`src/rtl/ef_sram_fifo_pkg.sv`:
```
// Shared constants and types for the EF SRAM FWFT FIFO controller.
// Optional level/threshold outputs are enabled with EF_SRAM_FIFO_LEVEL_EN.
package ef_sram_fifo_pkg;
  localparam int unsigned AW            = 10;
  localparam int unsigned DW            = 32;
  localparam int unsigned DEPTH         = 1 << AW;
  localparam int unsigned OBUF_DEPTH    = 2;
  localparam int unsigned LVL_W         = AW + 2;
  localparam int unsigned AFULL_MARGIN  = 4;
  localparam int unsigned AEMPTY_MARGIN = 4;

  typedef enum logic [1:0] {
    AccIdle,
    AccWrite,
    AccRead
  } acc_e;
endpackage

```
`src/rtl/ef_sram_fifo_obuf.sv`:
```
// Two-entry prefetch buffer in front of the FIFO output; head register drives out_data
// directly so it holds its last value once the buffer drains.
module ef_sram_fifo_obuf #(
  parameter int unsigned DW = 32
) (
  input  logic          clk_i,
  input  logic          rst_i,
  input  logic          cap_i,
  input  logic [DW-1:0] cap_data_i,
  input  logic          pop_i,
  output logic [DW-1:0] data_o,
  output logic          valid_o,
  output logic [1:0]    cnt_o
);
  import ef_sram_fifo_pkg::*;

  localparam logic [1:0] CntFull = OBUF_DEPTH[1:0];

  logic [DW-1:0] head_q, head_d;
  logic [DW-1:0] tail_q, tail_d;
  logic [1:0]    cnt_q, cnt_d;
  logic          pop;

  always_comb begin
    head_d = head_q;
    tail_d = tail_q;
    cnt_d  = cnt_q;
    pop    = pop_i && (cnt_q != 2'd0);
    unique case ({cap_i, pop})
      2'b10: begin
        if (cnt_q == 2'd0) head_d = cap_data_i;
        else               tail_d = cap_data_i;
        cnt_d = cnt_q + 2'd1;
      end
      2'b01: begin
        if (cnt_q == CntFull) head_d = tail_q;
        cnt_d = cnt_q - 2'd1;
      end
      2'b11: begin
        // Count is unchanged; the captured word lands behind whatever survives the pop.
        if (cnt_q == CntFull) begin
          head_d = tail_q;
          tail_d = cap_data_i;
        end else begin
          head_d = cap_data_i;
        end
      end
      default: ;
    endcase
  end

  always_ff @(posedge clk_i or posedge rst_i) begin
    if (rst_i) begin
      head_q <= '0;
      tail_q <= '0;
      cnt_q  <= '0;
    end else begin
      head_q <= head_d;
      tail_q <= tail_d;
      cnt_q  <= cnt_d;
    end
  end

  assign data_o  = head_q;
  assign valid_o = (cnt_q != 2'd0);
  assign cnt_o   = cnt_q;
endmodule

```
`src/rtl/ef_sram_fifo_ctrl.sv`:
```
// First-word-fall-through FIFO over a single-port EF SRAM tile, arbitrating writes and
// prefetch reads on the one port. Define EF_SRAM_FIFO_LEVEL_EN for level/threshold outputs.
module ef_sram_fifo_ctrl #(
  parameter int unsigned AW = ef_sram_fifo_pkg::AW,
  parameter int unsigned DW = ef_sram_fifo_pkg::DW
) (
  input  logic          UserCLK,
  input  logic          RST,
  input  logic [DW-1:0] in_data,
  input  logic          in_valid,
  output logic          in_ready,
  output logic [DW-1:0] out_data,
  output logic          out_valid,
  input  logic          out_ready,
`ifdef EF_SRAM_FIFO_LEVEL_EN
  output logic [AW+1:0] level,
  output logic          almost_full,
  output logic          almost_empty,
`endif
  output logic [DW-1:0] DI,
  output logic [DW-1:0] BEN,
  output logic [AW-1:0] AD,
  output logic          EN,
  output logic          R_WB,
  input  logic [DW-1:0] DO
);
  import ef_sram_fifo_pkg::*;

  localparam logic [AW:0] DepthCnt  = {1'b1, {AW{1'b0}}};
  localparam logic [2:0]  ObufDepth = OBUF_DEPTH[2:0];

  logic [AW-1:0] wr_ptr_q, wr_ptr_d;
  logic [AW-1:0] rd_ptr_q, rd_ptr_d;
  logic [AW:0]   sram_cnt_q, sram_cnt_d;
  logic          inflight_q;
  logic [1:0]    buf_cnt;
  logic          sram_empty, sram_full, starving, space;
  logic          wr_issue, rd_issue;
  acc_e          acc;

  always_comb begin
    sram_empty = (sram_cnt_q == '0);
    sram_full  = (sram_cnt_q == DepthCnt);
    starving   = (buf_cnt == 2'd0) && !inflight_q;
    space      = ({1'b0, buf_cnt} + {2'b00, inflight_q}) < ObufDepth;
    // Stall pushes while the output is starving so the pending read gets the port.
    in_ready   = !RST && !sram_full && !(!sram_empty && starving);
    wr_issue   = in_valid && in_ready;
    rd_issue   = !sram_empty && space && (starving || !in_valid);

    if (wr_issue)      acc = AccWrite;
    else if (rd_issue) acc = AccRead;
    else               acc = AccIdle;

    wr_ptr_d   = wr_ptr_q;
    rd_ptr_d   = rd_ptr_q;
    sram_cnt_d = sram_cnt_q;
    EN         = 1'b0;
    R_WB       = 1'b1;
    AD         = '0;
    DI         = '0;
    BEN        = '0;
    unique case (acc)
      AccWrite: begin
        EN         = 1'b1;
        R_WB       = 1'b0;
        AD         = wr_ptr_q;
        DI         = in_data;
        BEN        = '1;
        wr_ptr_d   = wr_ptr_q + 1'b1;
        sram_cnt_d = sram_cnt_q + 1'b1;
      end
      AccRead: begin
        EN         = 1'b1;
        AD         = rd_ptr_q;
        rd_ptr_d   = rd_ptr_q + 1'b1;
        sram_cnt_d = sram_cnt_q - 1'b1;
      end
      default: ;
    endcase
  end

  always_ff @(posedge UserCLK or posedge RST) begin
    if (RST) begin
      wr_ptr_q   <= '0;
      rd_ptr_q   <= '0;
      sram_cnt_q <= '0;
      inflight_q <= 1'b0;
    end else begin
      wr_ptr_q   <= wr_ptr_d;
      rd_ptr_q   <= rd_ptr_d;
      sram_cnt_q <= sram_cnt_d;
      inflight_q <= rd_issue;
    end
  end

  ef_sram_fifo_obuf #(
    .DW(DW)
  ) u_obuf (
    .clk_i      (UserCLK),
    .rst_i      (RST),
    .cap_i      (inflight_q),
    .cap_data_i (DO),
    .pop_i      (out_ready),
    .data_o     (out_data),
    .valid_o    (out_valid),
    .cnt_o      (buf_cnt)
  );

`ifdef EF_SRAM_FIFO_LEVEL_EN
  localparam logic [AW+1:0] DepthLvl  = {2'b01, {AW{1'b0}}};
  localparam logic [AW+1:0] AfullLvl  = DepthLvl - AFULL_MARGIN[AW+1:0];
  localparam logic [AW+1:0] AemptyLvl = AEMPTY_MARGIN[AW+1:0];

  assign level        = {1'b0, sram_cnt_q} + {{(AW+1){1'b0}}, inflight_q}
                        + {{AW{1'b0}}, buf_cnt};
  assign almost_full  = (level >= AfullLvl);
  assign almost_empty = (level <= AemptyLvl);
`endif
endmodule

```
`config.mk`:
```
export PLATFORM = sky130hd
export DESIGN_NAME = ef_sram_fifo_ctrl
export DESIGN_NICKNAME = d
export VERILOG_FILES = /design/src/rtl/ef_sram_fifo_pkg.sv /design/src/rtl/ef_sram_fifo_obuf.sv /design/src/rtl/ef_sram_fifo_ctrl.sv
export SDC_FILE = /design/constraint.sdc
export NUM_CORES = 1
export LEC_CHECK = 0
export BUFFER_PORTS_ARGS = -buffer_cell sky130_fd_sc_hd__buf_2
export CORE_AREA = 2 2 154 156
export DETAILED_ROUTE_END_ITERATION = 6
export DIE_AREA = 0 0 156 158
export PLACE_DENSITY_LB_ADDON = 0.25
export SLEW_MARGIN = 20
export SYNTH_ARGS = -nofsm -noshare
export SYNTH_HDL_FRONTEND = slang
export SYNTH_HIERARCHICAL = 1
export SYNTH_SLANG_ARGS = --single-unit
```
`constraint.sdc`:
```
create_clock -name UserCLK -period 3.56 [get_ports UserCLK]
set_input_delay 0.89 -clock UserCLK [delete_from_list [all_inputs] [get_ports UserCLK]]
set_output_delay 0.89 -clock UserCLK [all_outputs]
set_load 0.01 [all_outputs]
```
**Word-level counts from Yosys, hierarchy flattened**

Index checks and enable logic that the tools add are counted.

- $add $sub $neg: 7
- $mul: 0
- Div/mod/pow operators: 0
- $lt $le $gt $ge: 1
- Equal/unequal tests: 11
- Shift operators: 0
- Muxes and demuxes: 16
- Bitwise gates (word level): 0
- Reduce and logical (&&, ||, !) cells: 25

Operators with widths:

| cell | number |
|---|---|
| $mux W32 | 7 |
| $pmux W32 S3 | 1 |
| $pmux W32 S2 | 1 |
| $pmux W11 S2 | 1 |
| $add A10 B1 Y10 const B | 2 |
| $pmux W10 S2 | 1 |
| $add A11 B1 Y11 const B | 1 |
| $eq A11 B11 Y1 const B | 1 |
| $logic_not A11 Y1 | 1 |
| $sub A11 B1 Y11 const B | 1 |
| $eq A2 B2 Y1 const B | 4 |
| $logic_and A1 B1 Y1 | 8 |
| $reduce_bool A2 Y1 | 4 |
| $logic_not A1 Y1 | 6 |
| $reduce_and A3 Y1 | 2 |
| $eq A2 B1 Y1 const B | 2 |
| $mux W2 | 2 |
| $ne A2 B1 Y1 const B | 2 |
| $ne A2 B2 Y1 const B | 2 |
| $pmux W2 S2 | 1 |
| $add A2 B1 Y3 | 1 |
| $lt A3 B2 Y1 const B | 1 |
| $reduce_bool A3 Y1 | 1 |
| $add A2 B1 Y2 const B | 1 |
| 5 further kinds | 6 |

- Bits in registers: 98
- Bits in latches: 0
- Bits in writable memories: 0
- ROM bits: 0
- Input bits: 68
- Output and inout port bits: 110
- Logic and storage cells: 67
- Memories kept: 0

**Longest topological paths before layout**

- Word-level depth: 10
- Mapped depth: 10
- Depth with buffers taken out: 10

**Cells and area by module**

The synthesis kept the hierarchy.

Modules (own cells, without submodules):

| module | times used | cells each | area an instance (sq um) | seq. area each (sq um) |
|---|---|---|---|---|
| ef_sram_fifo_obuf | 1 | 203 | 2954.1 | 1651.6 |
| ef_sram_fifo_ctrl | 1 | 268 | 2493.6 | 800.8 |

**Worst setup path after synthesis**

No wires, ideal clock.

- Kind: input -> register
- From: input in_valid
- To: register sram_cnt_q[6]
- Library setup time: 64 ps
- Data arrival time: 3237 ps
- Required time: 3496 ps
- Setup slack: 259 ps
- Stages: 9
- Buffers on the path: 0
- Cells stage by stage: maj3_1 -> nor2_1 -> o31a_1 -> ha_1 -> nor2b_1 -> o31a_1 -> or4b_2 -> nand3_1 -> mux2_4

- Word-level cells in the longest chain between the ends: 7
- Elaborated cells between the ends (all ways): 10
- Classes of those cells: eq/ne (2); mux (3); reduce/logical (5)

RTL lines:

| element | line | source |
|---|---|---|
| from (decl) | ef_sram_fifo_ctrl.sv:10 | `input logic in_valid,` |
| $logic_not A1 Y1 | ef_sram_fifo_ctrl.sv:49 | `rd_issue = !sram_empty && space && (starving \|\| !in_valid);` |
| $logic_or A1 B1 Y1 | ef_sram_fifo_ctrl.sv:49 |  |
| $logic_and A1 B1 Y1 | ef_sram_fifo_ctrl.sv:49 |  |
| $mux W2 | ef_sram_fifo_ctrl.sv:52 | `else if (rd_issue) acc = AccRead;` |
| $mux W2 * | ef_sram_fifo_ctrl.sv:51 | `if (wr_issue) acc = AccWrite;` |
| $eq A2 B2 Y1 or $eq A2 B1 Y1 (tied branches) | ef_sram_fifo_ctrl.sv:63 | `unique case (acc)` |
| $pmux W11 S2 or $reduce_bool A2 Y1 (tied branches) | n/a |  |
| to (signal assigned) | ef_sram_fifo_ctrl.sv:92 | `sram_cnt_q <= sram_cnt_d;` |
| to (decl) | ef_sram_fifo_ctrl.sv:34 | `logic [AW:0] sram_cnt_q, sram_cnt_d;` |

Every way passes the cells marked *; elsewhere a longest branch is shown, timed or not.
A chain may end at the register's enable or synchronous reset.

**Worst setup path in the final report**

- From: register sram_cnt_q[6]
- To: output AD[9]

- Word-level cells in the longest chain between the ends: 9
- Elaborated cells between the ends (all ways): 16
- Classes of those cells: eq/ne (3); mux (3); reduce/logical (10)

RTL lines:

| element | line | source |
|---|---|---|
| $logic_not A11 Y1 | ef_sram_fifo_ctrl.sv:42 | `sram_empty = (sram_cnt_q == '0);` |
| $logic_not A1 Y1 | ef_sram_fifo_ctrl.sv:47, ef_sram_fifo_ctrl.sv:49 |  |
| $logic_and A1 B1 Y1 | ef_sram_fifo_ctrl.sv:47 | `in_ready = !RST && !sram_full && !(!sram_empty && starving);` |
| $logic_not A1 Y1 | ef_sram_fifo_ctrl.sv:47 |  |
| $logic_and A1 B1 Y1 | ef_sram_fifo_ctrl.sv:47 |  |
| $logic_and A1 B1 Y1 | ef_sram_fifo_ctrl.sv:48 | `wr_issue = in_valid && in_ready;` |
| $mux W2 * | ef_sram_fifo_ctrl.sv:51 |  |
| $eq A2 B2 Y1 or $eq A2 B1 Y1 (tied branches) | ef_sram_fifo_ctrl.sv:63 |  |
| $pmux W10 S2 * | ef_sram_fifo_ctrl.sv:63 |  |
| to (decl) | ef_sram_fifo_ctrl.sv:22 | `output logic [AW-1:0] AD,` |

Marked as above.

==> run metrics <==
outcome finished, final reports clean; worst hold stages 1; Root Driver clkbuf_16; initial core utilization a little under a quarter; Gate Count Post-Synth 471; Lkg Pwr 3.21 nW; drt pass-1 iters 4; # clock sinks 98; Post-CTS Resized 0; CP Max Fanout 83; share of layout cells above drive strength 1 a little under half; Sum Neg Setup Slack 0 ns; gpl congestion 0.804; Syn. warnings 6; Yosys reg bits 98; Worst Skew 0.0117 ns; Tcrit/Tclk final about 95%; r2r worst-path depth 10; measured slew at the worst slew-check pin 0.587 ns; top-area cell type share of the netlist area 45.0%; Vias 4086; Site Rows 56; worst vdd ir 313 uV; max-capacitance violation count 0; total net switching power 2.52 mW; Clock power frac 15.3%; Antenna Cells 0; Post-synth EDFFs 0; asr flop ratio synth 100%; Sequential Power Share 31.2%; Final nets 700; grt met2 use 17.6%; core area 23100 um^2; Post CTS Setup Buffer Count 0; # port buffers 177; Post-Route WL between 10 and 15 mm; Via density 4.49; Netlist Area Pre-Place 5450 um^2; Sw Share between 30% and 40%; initial antenna violation count 0; vias in the first global route ~4.0k; cell type with the largest total area after synthesis dfrtp_1; Global Route met1 Usage 13.8%; Antenna Nets Post-Route 0; DP HPWL 9.52 mm; post-synth net total 555; sequential fraction of the synthesis area around 45%; Die Span X 156 um; internal power 4.01 mW; Ports 178; CTS Buf Count 9; Iter 0 DRT Violations 143; max-slew violations 0; clock buffer depth 2; RSZ-0062 raised after global routing false; startpoint class of the critical path flop; Most Crowded Layer GR met2; grt met3 use 2.55%; Setup crit end kind output pin; post-route design area 6740 um^2; CTS tree yes; hold buffer count at cts 0; combinational share of power 53.5%; Yosys cell types 50; P&R area growth vs syn 23.7%; Finish-stage setup viols 0; Main synth FF type dfrtp_1; synth top area cells dfrtp_1 45%, mux2_2 13%, a22o_1 6.6%; final hold vios 0; final-layout fill cell count 2377; die height 158 um; clk_lat worst skew 0.34 ns; placed cell areas 6440 um^2; global-route wire length before repair 20.8 mm; total grt overflow 0; largest net degree at the start of global routing 84; Peak Freq 297 MHz; H-tree depth 3; WL/cell roughly 14 um; Worst Path Arrival 2.48 ns; DRC viols 0; min Tclk post-route 3.37 ns; critical path type reg -> out; P per Cell Area 970 nW/um^2; die area 24600 um^2; Worst-path clk slew 0.07 ns; Avg Cell Area, Syn approximately 12 um^2; CP required 2.67 ns; hold crit path type reg -> reg; worst rel slew slack roughly three fifths; gr usage total 10.6%
state kept, by name (all words and copies together), names as in the netlist:
register	cells
inflight_q	1
rd_ptr_q	10
sram_cnt_q	11
u_obuf/cnt_o	2
u_obuf/data_o	32
u_obuf/tail_q	32
wr_ptr_q	10
per-layer routing:
metal	vias up	share of wire, %
li1	1942	-
met1	1979	46
met2	157	47
met3	8	6.4
met4	0	0.91
met5	-	0
final cells by class:
| class | count | area (um^2) | area share (%) |
|---|---|---|---|
| multi-input cells | 307 | 2590 | 38.5 |
| repair buffers | 189 | 988 | 14.7 |
| flip-flops and latches | 98 | 2450 | 36.4 |
| well taps | 290 | 363 | 5.38 |
| clock inverters | 7 | 75.1 | 1.11 |
| clock buffers | 9 | 225 | 3.34 |
| inverters | 11 | 41.3 | 0.613 |
power groups by stage:
stage	clock network (mW)	registers, mW	logic [mW]
after floorplan	0	2.05	2.70
after global placement	0	2.05	3.47
after detailed placement	0	2.07	3.55
after CTS	1.05	2.05	3.56
after global routing	1.09	2.12	3.87
final	0.998	2.04	3.50
worst paths after layout:
kind,start,endpoint,slack (ns)
worst max-delay path,sram_cnt_q[6],AD[9],0.19
worst min-delay path,rd_ptr_q[9],rd_ptr_q[9],0.48
worst max register to register,sram_cnt_q[3],sram_cnt_q[10],0.43
worst min register to register,rd_ptr_q[9],rd_ptr_q[9],0.48
max in group asynchronous,RST,u_obuf/data_o[15],2.25
min in group asynchronous,RST,u_obuf/tail_q[31],0.59
synthesized netlist by cell type (9+ instances only):
cell type  number
xnor2_1        24
ha_1           15
and2_1         35
clkbuf_1        9
dfrtp_1        98
inv_1          11
nand3_1        10
nand4_1         9
nor2_1         11
mux2_2         64
buf_4          32
nand2_1        18
a22o_1         41
cell usage in the layout (no fill, tap or decap), drive strengths merged, types with 4 or more instances in the layout:
cell      n
a21o      4
nor2b     6
nand4     9
xnor2    24
nor2     12
ha       15
a21oi     9
dfrtp    98
and3      4
nand2    18
buf     189
o21ai     8
a22o     41
mux2     73
inv      12
nand3    10
clkbuf    9
and2     35
a211oi    4
cells by family (layout without fill, tap and decap cells):
family / after synthesis / count (layout) / synth area share (%)
DFF: 98 / 98 / 45.0
and+or+nand+nor: 107 / 107 / 11.0
xor gates and xnor gates: 27 / 27 / 4.34
AOI/OAI and AO/OA: 80 / 80 / 11.6
adders and majority gates: 17 / 17 / 4.00
buffers and inverters: 66 / 216 / 7.88
muxes: 76 / 76 / 16.1
through the flow:
stage               power (mW)  worst slack, ns  utilization, %  std cells  hold WS (ns)
floorplan                 4.75            0.259               -        471         0.446
global placement          5.51            0.123            27.9        895         0.462
detailed placement        5.62            0.107            27.9        895         0.466
CTS                       6.65            0.138            29.2        911         0.476
global route              7.07          0.00137            29.2        911         0.494
finish                    6.54            0.191            29.2        911         0.478
worst max-delay path, stage by stage, from the launching register on:
cell	delay [ns]
dfrtp_1	0.42
nor4_1	0.57
nand4_1	0.21
nand3_1	0.21
clkinv_1	0.13
buf_12	0.21
a22o_1	0.22
buf_2	0.14
Power figures use the tool's default switching activity.
